[config.mk]
export PLATFORM = sky130hd
export DESIGN_NAME = rr_arbiter
export DESIGN_NICKNAME = d
export VERILOG_FILES = /design/src/rtl/rr_arbiter.sv
export SDC_FILE = /design/constraint.sdc
export NUM_CORES = 1
export LEC_CHECK = 0
export ABC_AREA = 1
export BUFFER_PORTS_ARGS = -buffer_cell sky130_fd_sc_hd__buf_2
export CORE_ASPECT_RATIO = 0.6
export CORE_UTILIZATION = 26
export CTS_CLUSTER_DIAMETER = 150
export DETAILED_ROUTE_END_ITERATION = 16
export SLEW_MARGIN = 20
export SYNTH_ARGS = -nofsm -noshare
export SYNTH_HDL_FRONTEND = slang
export SYNTH_SLANG_ARGS = --single-unit
[constraint.sdc]
create_clock -name clk -period 2.85 [get_ports clk]
set_clock_uncertainty 0.05 [all_clocks]
set_input_delay 0.4275 -clock clk [delete_from_list [all_inputs] [get_ports clk]]
set_output_delay 0.4275 -clock clk [all_outputs]
set_load 0.01 [all_outputs]
[src/rtl/rr_arbiter.sv]
// rr_arbiter: round-robin arbiter with max-hold timeout; define RR_ARBITER_LOCK_EN to let lock extend a grant past MAX_HOLD.
module rr_arbiter #(
  parameter int N        = 4,
  parameter int MAX_HOLD = 8
) (
  input  logic                 clk,
  input  logic                 rst,
  input  logic [N-1:0]         req,
  input  logic                 lock,
  output logic [N-1:0]         gnt,
  output logic [$clog2(N)-1:0] gnt_id,
  output logic                 busy,
  output logic                 any_req,
  output logic                 timeout
);
  localparam int IW = $clog2(N);
  localparam int CW = $clog2(MAX_HOLD + 1);
  localparam logic [CW-1:0] MX   = CW'(MAX_HOLD);
  localparam logic [IW:0]   NN   = (IW+1)'(N);
  localparam logic [IW-1:0] LAST = IW'(N - 1);
  localparam logic [N-1:0]  ONE  = {{(N-1){1'b0}}, 1'b1};
  typedef enum logic {IDLE, GRANT} state_t;
  state_t        state_q, state_d;
  logic [N-1:0]  gnt_q, gnt_d;
  logic [IW-1:0] gnt_id_q, gnt_id_d, ptr_q, ptr_d, win, idx;
  logic [CW-1:0] cnt_q, cnt_d;
  logic          busy_q, busy_d, timeout_q, timeout_d, ext;
  logic [IW:0]   s;
`ifdef RR_ARBITER_LOCK_EN
  assign ext = lock;
`else
  logic unused_lock;
  assign unused_lock = lock;
  assign ext = 1'b0;
`endif
  assign any_req = |req;
  // descending scan so the closest index above ptr is the last one written
  always_comb begin
    win = '0;
    s   = '0;
    idx = '0;
    for (int k = N - 1; k >= 0; k--) begin
      s   = {1'b0, ptr_q} + (IW+1)'(k);
      idx = IW'(s >= NN ? s - NN : s);
      if (req[idx]) win = idx;
    end
  end
  always_comb begin
    state_d   = state_q;
    gnt_d     = gnt_q;
    gnt_id_d  = gnt_id_q;
    ptr_d     = ptr_q;
    cnt_d     = cnt_q;
    timeout_d = 1'b0;
    if (state_q == IDLE) begin
      if (any_req) begin
        state_d  = GRANT;
        gnt_d    = ONE << win;
        gnt_id_d = win;
        ptr_d    = win == LAST ? '0 : win + 1'b1;
        cnt_d    = CW'(1);
      end
    end else if (!req[gnt_id_q] || (cnt_q == MX && !ext)) begin
      state_d   = IDLE;
      gnt_d     = '0;
      gnt_id_d  = '0;
      cnt_d     = '0;
      timeout_d = req[gnt_id_q];
    end else begin
      cnt_d = cnt_q == MX ? cnt_q : cnt_q + 1'b1;
    end
    busy_d = state_d == GRANT;
  end
  always_ff @(posedge clk) begin
    if (rst) begin
      state_q   <= IDLE;
      gnt_q     <= '0;
      gnt_id_q  <= '0;
      ptr_q     <= '0;
      cnt_q     <= '0;
      busy_q    <= 1'b0;
      timeout_q <= 1'b0;
    end else begin
      state_q   <= state_d;
      gnt_q     <= gnt_d;
      gnt_id_q  <= gnt_id_d;
      ptr_q     <= ptr_d;
      cnt_q     <= cnt_d;
      busy_q    <= busy_d;
      timeout_q <= timeout_d;
    end
  end
  assign gnt     = gnt_q;
  assign gnt_id  = gnt_id_q;
  assign busy    = busy_q;
  assign timeout = timeout_q;
endmodule

==> run summary <==
antenna violations before repair: 0
core box area: 3040 sq um
chain of cells forming the critical path: inv_1 -> nand2_2 -> nand3_1 -> nand2_1 -> nand3_2 -> nand2_1 -> nand2_1 -> nand2_2 -> ha_1 -> o21ai_0 -> a21oi_1
Starting Density: 0.291
Pwr Total: 0.898 mW
# fillers: 338
Tmin final: 1.99 ns
Die Ht: 47.2 um
Area Overhead vs Synth: 18.4%
Cells after Synth: 127
register area share after synthesis: 0.317
fin util: 0.344
PD cells: 859 nW/um^2
sequential power share: 0.319
root buffer cell: clkbuf_8
Mapped Nets: 140
CTS buffer count: 3
DR iter-0 viols: 63
period utilisation layout: 0.698
Setup Fix Bufs, Post-CTS: 0
share of total power in combinational logic: 0.464
final cell count without fillers: 185
Max Clk Rate: 503 MHz
Longest Clk Path Bufs: 2
post-CTS resize count: 0
DRT Wirelength: 1970 um
total track usage: 0.121
CTS tree: built
Final GP Congestion: 0.742
Final Hold Viols: 0
switching pwr: 0.385 mW
crit end category: flip-flop
sw frac: 0.429
number of diodes: 0
Hold Path Class: flip-flop to flip-flop
Internal: 0.513 mW
# DRC: 0
vias per cell: 4.44
Synth warnings: 0
placed cell count: 181
CP Max Fanout: 12
final setup fails: 0
leak pwr: 0.499 nW
Worst Max-Slew Pin Slew: 0.401 ns
status: completed
Worst slew margin: 0.732
clock insertion delay at the later pin of the skew report: 0.25 ns
WP data required: 2.94 ns
crit path launch type: flip-flop
Die W: 77.3 um
Hold Buf Count CTS: 0
row count: 15
Arr. time, crit path: 2.08 ns
via count: 821
slowest CP cell: dfxtp_1
vias in the first global route: 726
Detail Route Antenna Nets: 0
synthesis-stage register bit count: 14
setup total negative slack: 0 ns
largest net degree at the start of global routing: 13
Crit path largest cell delay: 0.56 ns
part of the power in the clock network: 0.218
global route total overflow: 0
drt wl/cell: 10.7 um
DR pass1 iterations: 4
Crit path top cell by count: nand2_1
# Max-Cap Violations: 0
synthesized area: 883 sq um
kind of critical path: flip-flop to flip-flop
clock sinks: 14
final hold slack: 0.412 ns
share of layout cells above drive strength 1: 0.280
number of port buffers: 14
Netlist cell types: 23
H-tree levels: 1
first-pass GRT wire length: 3250 um
nets@finish: 157
syn avg cell area: 6.96 sq um
Worst-path clk slew: 0.06 ns
fin. max-slew vios: 0
RSZ-0062 raised after global routing: no
HPWL after DPL: 1540 um
num ports: 16
Peak VDD IR: 0.000324 V
full die area: 3640 sq um
## flip-flops by register name, summed over array words and instances, names as in the netlist
name and cells:
gnt_id 2, busy 1, cnt_q 4, timeout 1, ptr_q 2, gnt 4
## cells by family after synthesis
logic type	share of synthesized area
simple gates	0.361
compound gates	0.123
buf+inv	0.0935
flops	0.317
fa+ha+maj	0.0850
xor+xnor	0.0198
## stage by stage
| stage | worst slack (ns) | area, sq um |
|---|---|---|
| CTS | 0.882 | 1050 |
| global placement | 0.918 | 991 |
| detailed placement | 0.902 | 991 |
| global route | 0.711 | 1050 |
| finish | 0.861 | 1050 |
| floorplan | 1.24 | 883 |
## cells in the final DEF, fill, tap and decap left out
cell and n:
nand3b_1 1, o21ai_0 3, nor2_1 4, nand4_1 1, clkbuf_8 4, xor2_1 1, nand2_2 9, nand3_1 8
nor3_1 1, a31oi_1 1, nand3_2 4, xnor2_1 1, dfxtp_1 14, nand2_1 35, ha_1 6, nor2_4 1
nor2_2 1, buf_2 14, inv_1 13, o21ai_1 3, a21oi_2 2, a21oi_1 11, inv_2 5
## per-layer routing
layer / part of all wire / wire, um / GRT usage
met4: 0.0051 / 10 / 0.0226
met5: 0 / 0 / 0
met1: 0.51 / 1000 / 0.148
met3: 0.046 / 91 / 0.0524
met2: 0.44 / 867 / 0.205
## power by group through the flow
stage	sequential, mW	clock [mW]	combinational (mW)
floorplan	0.287	0	0.321
global placement	0.286	0	0.405
detailed placement	0.290	0	0.409
CTS	0.287	0.201	0.419
global route	0.293	0.209	0.477
finish	0.286	0.196	0.416
## critical path: cells and delay by family, from the launching register on
| family | cells | cell delay, ns |
|---|---|---|
| DFF | 1 | 0.56 |
| and+or+nand+nor | 7 | 0.63 |
| adders and majority gates | 1 | 0.25 |
| AOI/OAI and AO/OA | 2 | 0.23 |
| buffers and inverters | 1 | 0.17 |
## synthesized netlist by cell type
cell type	count	area share
nor3_1	1	0.0057
nand2_2	9	0.064
nand3b_1	1	0.0085
nor2_4	1	0.013
ha_1	6	0.085
nand4_1	1	0.0071
a21oi_1	11	0.062
dfxtp_1	14	0.32
o21ai_0	3	0.017
nand2_1	35	0.15
xnor2_1	1	0.0099
a31oi_1	1	0.0071
inv_2	5	0.021
clkbuf_1	1	0.0042
o21ai_1	3	0.017
inv_1	13	0.055
nor2_1	4	0.017
buf_6	1	0.013
xor2_1	1	0.0099
nor2_2	1	0.0071
nand3_1	8	0.045
nand3_2	4	0.045
a21oi_2	2	0.020
## path summary, 6_finish.rpt
kind / start / to / slack, ns / depth (start not counted)
worst max-delay path: ptr_q[0]$_SDFFE_PP0P_ / ptr_q[1]$_SDFFE_PP0P_ / 0.86 / 11
worst min-delay path: gnt[3]$_SDFFE_PP0P_ / gnt[3]$_SDFFE_PP0P_ / 0.41 / 2
worst max register to register: ptr_q[0]$_SDFFE_PP0P_ / ptr_q[1]$_SDFFE_PP0P_ / 0.86 / 11
worst min register to register: gnt[3]$_SDFFE_PP0P_ / gnt[3]$_SDFFE_PP0P_ / 0.41 / 2
## cell type report
| type | count | area [sq um] | area share |
|---|---|---|---|
| Sequential cell | 14 | 280 | 0.268 |
| Clock buffer | 4 | 55.1 | 0.0526 |
| Tap cell | 42 | 52.6 | 0.0502 |
| Inverter | 18 | 67.6 | 0.0646 |
| Timing Repair Buffer | 14 | 70.1 | 0.0670 |
| Multi-Input combinational cell | 93 | 520 | 0.498 |
No activity file was read; power rests on OpenSTA's default activity.
